`config.mk`:
```
export PLATFORM = sky130hd
export DESIGN_NAME = instruction_issuer
export DESIGN_NICKNAME = d
export VERILOG_FILES = /design/src/rtl/instruction_issuer_pkg.sv /design/src/rtl/instruction_issuer_memory.sv /design/src/rtl/instruction_issuer.sv
export SDC_FILE = /design/constraint.sdc
export NUM_CORES = 1
export LEC_CHECK = 0
export ABC_CLOCK_PERIOD_IN_PS = 3450
export CAP_MARGIN = 20
export CELL_PAD_IN_SITES_DETAIL_PLACEMENT = 1
export CELL_PAD_IN_SITES_GLOBAL_PLACEMENT = 1
export CORE_MARGIN = 1.5
export CORE_UTILIZATION = 45
export CTS_CLUSTER_DIAMETER = 200
export DETAILED_ROUTE_END_ITERATION = 10
export GPL_ROUTABILITY_DRIVEN = 0
export PLACE_DENSITY_LB_ADDON = 0.1
export SLEW_MARGIN = 20
export SYNTH_ARGS = -nofsm -noshare
export SYNTH_HDL_FRONTEND = slang
export SYNTH_SLANG_ARGS = --single-unit
export TNS_END_PERCENT = 10
```
`constraint.sdc`:
```
create_clock -name i_clock -period 3.45 [get_ports i_clock]
set_input_delay 0.69 -clock i_clock [delete_from_list [all_inputs] [get_ports i_clock]]
set_output_delay 0.69 -clock i_clock [all_outputs]
set_load 0.01 [all_outputs]
```
`src/rtl/instruction_issuer_pkg.sv`:
```
// Isa package: instruction word format shared by the loader, the issuer and the processor.
package Isa;

    localparam int REGISTER_SIZE        = 16;
    localparam int REG_IDX_W            = $clog2(REGISTER_SIZE);
    localparam int ISSUER_DEPTH_DEFAULT = 16;

    typedef enum logic [2:0] {
        NOP   = 3'd0,
        ADD   = 3'd1,
        SUB   = 3'd2,
        AND   = 3'd3,
        OR    = 3'd4,
        XOR   = 3'd5,
        LOAD  = 3'd6,
        STORE = 3'd7
    } OpCode;

    typedef struct packed {
        OpCode                op_code;
        logic [REG_IDX_W-1:0] dest;
        logic [REG_IDX_W-1:0] src_a;
        logic [REG_IDX_W-1:0] src_b;
    } Instruction;

    localparam int INSTR_W = $bits(Instruction);

endpackage

```
`src/rtl/instruction_issuer_memory.sv`:
```
// program_memory: DEPTH x WIDTH program store, one write port and one registered read port.
module program_memory #(
    parameter  int DEPTH  = 16,
    parameter  int WIDTH  = 15,
    localparam int ADDR_W = $clog2(DEPTH)
) (
    input  logic              i_clock,
    input  logic              i_wr_en,
    input  logic [ADDR_W-1:0] i_wr_addr,
    input  logic [WIDTH-1:0]  i_wr_data,
    input  logic              i_rd_en,
    input  logic [ADDR_W-1:0] i_rd_addr,
    output logic [WIDTH-1:0]  o_rd_data
);

    logic [WIDTH-1:0] mem_q [DEPTH];
    logic [WIDTH-1:0] rd_data_q;

    // No reset on purpose: the program must survive an issuer reset.
    always_ff @(posedge i_clock) begin
        if (i_wr_en) begin
            mem_q[i_wr_addr] <= i_wr_data;
        end
        if (i_rd_en) begin
            rd_data_q <= mem_q[i_rd_addr];
        end
    end

    assign o_rd_data = rd_data_q;

endmodule

```
`src/rtl/instruction_issuer.sv`:
```
// instruction_issuer: issues a loaded program word by word over valid/ready, one in flight at a time.
// Optional ISSUER_PERF_COUNT_EN adds busy-cycle and stall-cycle counters.
//
// state | meaning
// IDLE  | out of reset, no run yet; loads accepted
// READ  | program memory read of slot pc in progress
// ISSUE | o_valid high, waiting for i_ready
// WAIT  | instruction accepted, waiting for i_done
// HALT  | run complete; loads accepted, o_halted high
module instruction_issuer
    import Isa::*;
#(
    parameter  int DEPTH  = ISSUER_DEPTH_DEFAULT,
    localparam int ADDR_W = $clog2(DEPTH)
) (
    input  logic               i_clock,
    input  logic               i_reset,
    input  logic               i_load_valid,
    input  logic [ADDR_W-1:0]  i_load_addr,
    input  logic [INSTR_W-1:0] i_load_instruction,
    output logic               o_load_reject,
    input  logic [ADDR_W:0]    i_length,
    input  logic               i_start,
    output logic [INSTR_W-1:0] o_instruction,
    output logic               o_valid,
    input  logic               i_ready,
    input  logic               i_done,
    output logic [ADDR_W-1:0]  o_pc,
    output logic               o_busy,
    output logic               o_halted
`ifdef ISSUER_PERF_COUNT_EN
    ,
    output logic [31:0]        o_cycle_count,
    output logic [31:0]        o_stall_count
`endif
);

    localparam logic [2:0] ST_IDLE  = 3'd0;
    localparam logic [2:0] ST_READ  = 3'd1;
    localparam logic [2:0] ST_ISSUE = 3'd2;
    localparam logic [2:0] ST_WAIT  = 3'd3;
    localparam logic [2:0] ST_HALT  = 3'd4;

    localparam logic [ADDR_W:0] LEN_MAX = (ADDR_W+1)'(DEPTH);

    logic [2:0]         state_q, state_d;
    logic [ADDR_W-1:0]  pc_q, pc_d;
    logic [ADDR_W:0]    len_q, len_d;
    logic               have_instr_q, have_instr_d;
    logic               load_reject_q, load_reject_d;
    logic               busy, idle_or_halt, start_ok, load_ok, last_word;
    logic [ADDR_W:0]    length_sat;
    logic [INSTR_W-1:0] rd_data;

    assign idle_or_halt = (state_q == ST_IDLE) || (state_q == ST_HALT);
    assign busy         = (state_q == ST_READ) || (state_q == ST_ISSUE) || (state_q == ST_WAIT);
    assign start_ok     = i_start && idle_or_halt;
    assign load_ok      = i_load_valid && idle_or_halt;
    assign length_sat   = (i_length > LEN_MAX) ? LEN_MAX : i_length;
    assign last_word    = ({1'b0, pc_q} == (len_q - (ADDR_W+1)'(1)));

    always_comb begin
        state_d       = state_q;
        pc_d          = pc_q;
        len_d         = len_q;
        have_instr_d  = have_instr_q;
        load_reject_d = i_load_valid && busy;
        case (state_q)
            ST_IDLE, ST_HALT: begin
                if (i_start) begin
                    pc_d = '0;
                    if (length_sat == '0) begin
                        state_d = ST_HALT;
                    end else begin
                        state_d = ST_READ;
                        len_d   = length_sat;
                    end
                end
            end
            ST_READ: begin
                state_d      = ST_ISSUE;
                have_instr_d = 1'b1;
            end
            ST_ISSUE: begin
                if (i_ready) begin
                    state_d = ST_WAIT;
                end
            end
            ST_WAIT: begin
                if (i_done) begin
                    if (last_word) begin
                        state_d = ST_HALT;
                    end else begin
                        state_d = ST_READ;
                        pc_d    = pc_q + (ADDR_W)'(1);
                    end
                end
            end
            default: state_d = ST_IDLE;
        endcase
    end

    always_ff @(posedge i_clock) begin
        if (i_reset) begin
            state_q       <= ST_IDLE;
            pc_q          <= '0;
            len_q         <= '0;
            have_instr_q  <= 1'b0;
            load_reject_q <= 1'b0;
        end else begin
            state_q       <= state_d;
            pc_q          <= pc_d;
            len_q         <= len_d;
            have_instr_q  <= have_instr_d;
            load_reject_q <= load_reject_d;
        end
    end

    program_memory #(
        .DEPTH (DEPTH),
        .WIDTH (INSTR_W)
    ) u_program_memory (
        .i_clock   (i_clock),
        .i_wr_en   (load_ok),
        .i_wr_addr (i_load_addr),
        .i_wr_data (i_load_instruction),
        .i_rd_en   (state_q == ST_READ),
        .i_rd_addr (pc_q),
        .o_rd_data (rd_data)
    );

    // The memory read register has no reset, so mask it until the first read after reset.
    assign o_instruction = have_instr_q ? rd_data : '0;
    assign o_valid       = (state_q == ST_ISSUE);
    assign o_pc          = pc_q;
    assign o_busy        = busy;
    assign o_halted      = (state_q == ST_HALT);
    assign o_load_reject = load_reject_q;

`ifdef ISSUER_PERF_COUNT_EN
    logic [31:0] cycle_count_q, cycle_count_d;
    logic [31:0] stall_count_q, stall_count_d;

    always_comb begin
        cycle_count_d = cycle_count_q;
        stall_count_d = stall_count_q;
        if (start_ok) begin
            cycle_count_d = '0;
            stall_count_d = '0;
        end else begin
            if (busy && (cycle_count_q != '1)) begin
                cycle_count_d = cycle_count_q + 32'd1;
            end
            if ((state_q == ST_ISSUE) && !i_ready && (stall_count_q != '1)) begin
                stall_count_d = stall_count_q + 32'd1;
            end
        end
    end

    always_ff @(posedge i_clock) begin
        if (i_reset) begin
            cycle_count_q <= '0;
            stall_count_q <= '0;
        end else begin
            cycle_count_q <= cycle_count_d;
            stall_count_q <= stall_count_d;
        end
    end

    assign o_cycle_count = cycle_count_q;
    assign o_stall_count = stall_count_q;
`endif

endmodule

```
== Word-level counts from Yosys, hierarchy flattened ==
Memories as Yosys holds them, arrays and structs flattened. A register that Yosys moved wholly into a read port is not among the register bits.
Index checks and enable logic that the tools add are counted.

* $add $sub $neg: 2
* Order comparisons: 1
* Equal/unequal tests: 9
* Muxes and demuxes: 14
* Bitwise logic cells: 1
* Reductions and logical operators: 12

{| class="wikitable"
|+ Operators by type and width
! cell !! number
|-
| 15-bit 2-to-1 mux || 1
|-
| 3-bit 2-to-1 mux || 5
|-
| 4-bit 2-to-1 mux || 3
|-
| 3-bit case mux with 4 select lines || 1
|-
| 4-bit case mux with 2 select lines || 1
|-
| 3-bit by 2-bit equality test with 1-bit output, second input constant || 2
|-
| 2-bit inequality test, second input constant || 3
|-
| 3-bit AND reduction || 2
|-
| 4-bit by 5-bit equality test with 1-bit output || 1
|-
| 5-bit greater-than comparator, second input constant || 1
|-
| 5-bit zero test || 1
|-
| 5-bit 2-to-1 mux || 1
|-
| 5-bit by 1-bit subtractor with 5-bit output, second input constant || 1
|-
| 4-bit by 1-bit adder with 4-bit output, second input constant || 1
|-
| 4-bit AND reduction || 1
|-
| 3-bit by 1-bit equality test with 1-bit output, second input constant || 1
|-
| 3-bit equality test, second input constant || 1
|-
| 3-bit zero test || 1
|-
| 1-bit logical OR || 3
|-
| 1-bit logical AND || 2
|-
| 1-bit 2-to-1 mux || 2
|-
| 2-bit by 1-bit inequality test with 1-bit output, second input constant || 1
|-
| 2-bit nonzero test || 1
|-
| 2-bit OR reduction || 1
|-
| 1-bit inverter || 1
|}

* Flip-flop bits (word level): 14
* Memory bits (writable): 240
* Input bits: 30
* Output and inout port bits: 23
* Word-level logic and storage cells: 45
* Memories kept: 1

{| class="wikitable"
|+ Memories
! name !! depth !! width !! rd ports !! clocked after Yosys merged registers in !! write ports !! RTL line !! text
|-
| u_program_memory.mem_q || 16 || 15 || 1 || 1 || 1 || instruction_issuer_memory.sv:16 || <nowiki>logic [WIDTH-1:0] mem_q [DEPTH];</nowiki>
|}

== Logic depth before layout (Yosys ltp) ==
* Word-level depth: 6
* Depth in mapped cells: 7
* Mapped depth without buffers: 7

== Hierarchy ==
From an unflattened synthesis, not the netlist that was laid out.

* Cell total of the unflattened synthesis: 524
* Area total of the unflattened synthesis: 10505.1 um^2

{| class="wikitable"
|+ By module, submodules not included
! module !! instances !! cells an instance !! area each (um^2) !! sequential area each (um^2)
|-
| program_memory || 1 || 406 || 9596.7 || 7657.3
|-
| instruction_issuer || 1 || 118 || 908.4 || 280.3
|}

== Worst setup path after synthesis ==
OpenSTA, ideal clock, no wires.

* Path kind: input port to flip-flop
* From: in i_load_addr[1]
* To: mem u_program_memory.mem_q[0][0] (enable)
* Setup time: 406 ps
* Arrival: 2360 ps
* Required time: 3044 ps
* Path slack: 684 ps
* Cell stages on the path: 2
* Buffers on the path: 0
* Path through: or4_1 > nor3_1

{| class="wikitable"
|+ RTL lines
! item !! RTL line !! text
|-
| from (decl) || instruction_issuer.sv:19 || <nowiki>input logic [ADDR_W-1:0] i_load_addr,</nowiki>
|-
| to (decl) || instruction_issuer_memory.sv:16 ||
|}

Straight into the memory's write port.

== Worst setup path after layout ==
* From: reg have_instr_q
* To: out o_instruction[8]

* Word-level cells in the longest chain between the ends: 1

{| class="wikitable"
|+ RTL lines
! item !! RTL line !! text
|-
| from (decl) || instruction_issuer.sv:49 || <nowiki>logic have_instr_q, have_instr_d;</nowiki>
|-
| from (signal assigned) || instruction_issuer.sv:114 || <nowiki>have_instr_q <= have_instr_d;</nowiki>
|-
| 15-bit 2-to-1 mux || instruction_issuer.sv:133 || <nowiki>assign o_instruction = have_instr_q ? rd_data : '0;</nowiki>
|-
| to (decl) || instruction_issuer.sv:24 || <nowiki>output logic [INSTR_W-1:0] o_instruction,</nowiki>
|}

No other way between the ends.

==> results.md <==
- Measured along the x axis, the die boundary spans approximately 160 um.
- The overall fraction of global-route tracks in use is 20.0%.
- The buffer depth of the longest clock path is 3.
- The effective utilization at floorplan is 45.5%.
- The setup clock skew after layout is about 8.5 ps.
- For this design the total switching power over the nets is approximately 1.4 mW.
- The proportion of power drawn by the clock network is approximately 43%.
- For this run, the number of Yosys warnings is 0.
- The setup check on the worst reg-to-reg path leaves a slack of 1050 ps.
- Setup violations remaining at the end of the flow were counted as 0.
- The initial antenna violation count came to 0.
- After detailed routing, the number of vias per cell comes to 5.53.
- The average cell area after synthesis is about 22 um^2.
- The startpoint of the tightest hold check path is len_q[4]$_SDFFE_PP0P_.
- Summed over its instances, the top area cell type makes up 72.1% of the synthesized netlist area.
- Yosys mapped a number of flops with a built-in enable equal to 255.
- Counting the buffers created by CTS gives 29.
- In this run the cell area measured after placement is ~12000 um^2.
- The final-report max-slew violation count came to 0.
- The worst pin sits at a relative slew slack of 41.4%.
- The type of destination of the critical path is an output pin.
- After filler insertion, the fill cell instance count of the layout stands at 2022.
- The placeable core region is 23300 um^2.
- The critical path arrival is 2170 ps.
- In this run the worst path has a maximum fanout of 9.
- The switching share of power is around a fifth.
- The cell with the largest stage delay on the worst path is dfxtp_1.
- For this design, the sink count on the clock tree is 269.
- The endpoint of the worst-slack reg-to-reg timing path is u_program_memory.o_rd_data[6]$_DFFE_PP_.
- Of the cells placed in the final design, the portion with a size suffix greater than 1 is 21.1%.
- Synthesis inferred 269 register bits.
- After detailed routing, the number of remaining DRC violations is 0.
- The number of global-route vias before repair is approximately 5.4k.
- The worst path uses slightly above 80% of the clock period.
- The power per cell area is 545 nW/um^2.
- The worst stage delay on the critical path is 620 ps.
- For this run, the top clock speed supported by timing is 350 MHz.
- After synthesis, the largest family of logic cells by area is multiplexers.
- The leftover overflow at the end of global routing is 0.
- The most critical setup path has its startpoint at have_instr_q$_SDFFE_PP0P_.
- CTS built an H-tree with a depth of 1.
- The total internal power is 5.49 mW.
- Max-cap violations in this run came to 0.
- The remaining antenna violation count is 0.
- The number of hold-slack violations in the final timing report is 0.
- The diode insertion count for antenna repair is 0.
- The mapped netlist covers around 11000 um^2.
- The portion of total power attributed to sequential cells is 53.0%.
- Summing all non-filler instances in the final layout gives an area of 12600 um^2.
- The flow ran to the end, and the final reports show no timing, DRC or antenna violations.
- The final critical-path required period is 2860 ps.
- The floorplan row count is 56.
- The detailed router placed 5066 vias in this run.
- The count of buffers added on input and output ports is 52.
- The growth of design area from synthesis to finish is 18.9%.
- Once the clock tree was built, the setup fixing pass inserted 0 buffers.
- For the pin with the worst max-slew slack, the measured transition is 878 ps.
- After technology mapping, the gate count stands at 483.
- The clock edge transition at the registers on the reported setup and hold paths is ~60 ps.
- The mux share of post-synthesis cell area is about 18%.
- Among all flip-flop cells after synthesis, the most frequent one is edfxtp_1.
- The area share of fa/ha/maj cells after synthesis is less than 1%.
- The count of cell types in the netlist is 40.
- In this run the clock root is driven by a clkbuf_16.
- Of the total synthesized cell area, the portion taken by XOR and XNOR cells is less than 1%.
- The signal on the critical path passes through buf_4, and2_1, clkdlybuf4s50_1.
- By area the synthesized netlist is led by edfxtp_1 72%, mux4_1 11%, mux4_2 6.8%, dfxtp_1 2.6%, and2_1 0.94%.
- The worst hold slack is 498 ps.
- The number of instances resized during post-cts repair is 0.
- Setup repair after global routing left no endpoint under its margin.
- The net count of the finished layout is 606.
- In the post-synthesis netlist, the cell with the most instances is edfxtp_1.
- The hold buffer count at cts is 0.
- The average wire per standard cell is 25.8 um.
- Of the synthesized area, sequential elements account for around 75%.
- The CTS tree is done.
- The global-route wire length before repair is 34800 um.
- The required time reported for the critical path endpoint is 2760 ps.
- The largest vdd supply drop is 0.389 mV.
- The die covers roughly 25000 um^2.
- At the later pin of the worst-skew pair, clock insertion delay measures 540 ps.
- Detailed placement finished with a half-perimeter wire length of roughly 14000 um.
- The depth of the most critical reg-to-reg path is 3.
- The first detailed-routing pass ran for 4 iterations.
- The worst setup path is of the reg -> out kind.
- Power comes to 6.89 mW.
- The synthesized netlist devotes under 10% of its cell area to compound gates.
- The overall die height is 157 um.
- The routed design has between 20000 and 25000 um of wire.
- The source of the worst register-to-register timing path is o_pc[0]$_SDFFE_PP0P_.
- For this block, the initial DRC count from the detailed router was 349.
- Adding up every negative setup slack in the final design gives 0 ps.
- The worst setup path is launched from a register.
- The worst hold path belongs to the class reg -> reg.
- After synthesis, the most frequently instantiated cells are 255 x edfxtp_1, 43 x mux4_1, 32 x mux4_2, 20 x nor2_1, 16 x and2_1.
- Counting instances, the worst hold path has a depth of 2.
- Of the total synthesized cell area, the portion taken by AND, OR, NAND and NOR gates is under 10%.
- In this run the static leakage power is 4.04 nW.
- The number of nets produced by synthesis is roughly 500.
- The share of total power dissipated in combinational logic is 3.6%.
- edfxtp_1 takes more of the synthesized area than any other cell.
- The share of flip-flops with an asynchronous set or reset after synthesis is 0%.
- The pin count of the biggest net entering global routing is 47.
- The worst hold path terminates at len_q[4]$_SDFFE_PP0P_.
- For this design the top-level I/O count stands at 53.
## metrics by stage
stage               util [%]  instances  worst slack, ps
floorplan                  -        483              684
global placement        50.2        862              745
detailed placement      50.2        862              714
CTS                     54.1        916              557
global route            54.1        916              501
finish                  54.1        916              590
## sequential cells by signal (all words and copies together) (netlist names)
register                    flops
u_program_memory.mem_q        240
u_program_memory.o_rd_data     15
len_q                           5
o_pc                            4
state_q                         3
have_instr_q                    1
o_load_reject                   1
## critical path: cells and delay by family (launching register included)
family / cells / cell delay, ps
flip-flops: 1 / 620
AND/OR/NAND/NOR: 1 / 150
buffers and inverters: 2 / 860
## layout by cell type (no fill, tap or decap), types with 3 or more instances in the layout
cell type / n
nand3b_1: 4
dfxtp_1: 12
clkbuf_16: 29
mux4_1: 43
buf_4: 28
nor3_2: 4
edfxtp_1: 255
nand4_1: 3
clkdlybuf4s50_1: 52
clkinv_2: 6
nand4b_1: 3
nor2_1: 8
nor2_2: 13
clkbuf_1: 3
a21oi_1: 6
mux4_2: 32
bufinv_16: 3
nand2_1: 15
inv_1: 7
mux2i_1: 5
xor2_1: 3
clkinv_1: 10
and2_1: 16
## how the worst max path moves through the flow
stage                                                          end  depth (start not counted)
after floorplan             u_program_memory.mem_q[0][0]$_DFFE_PP_                          2
after global placement    u_program_memory.mem_q[12][14]$_DFFE_PP_                          5
after detailed placement  u_program_memory.mem_q[12][14]$_DFFE_PP_                          5
after CTS                                         o_instruction[8]                          3
after global routing                              o_instruction[8]                          3
final                                             o_instruction[8]                          3
## power groups by stage
stage               registers, mW  clock network (mW)  logic [mW]
global route                 3.65                3.16       0.272
finish                       3.65                2.99       0.250
CTS                          3.65                3.05       0.255
global placement             3.71                   0       0.245
detailed placement           3.72                   0       0.254
floorplan                    3.71                   0      0.0972
## cell families (layout without fill, tap and decap cells)
family | Yosys count | count (layout)
XOR/XNOR | 5 | 5
flip-flops | 269 | 269
AND/OR/NAND/NOR | 82 | 82
multiplexers | 80 | 80
AO/OA/AOI/OAI | 16 | 16
adder cells (fa/ha/maj) | 2 | 2
buffers and inverters | 29 | 143
## layout make-up
cell class                      count  area [um^2]  area share, %
Sequential cell                   269         7940           62.9
Multi-Input combinational cell    185         2570           20.3
Timing Repair Buffer               82          771           6.10
Clock buffer                       32          737           5.84
Tap cell                          319          399           3.16
Clock inverter                     22          186           1.48
Inverter                            7         26.3          0.208
## metal layers
layer,GRT usage [%],vias to the layer above,share of wire (%)
met4,5.17,0,2.0
met2,33.4,135,49
li1,-,2234,-
met3,3.02,33,6.1
met5,0,-,0
met1,27.7,2664,43
Power figures use the tool's default switching activity.
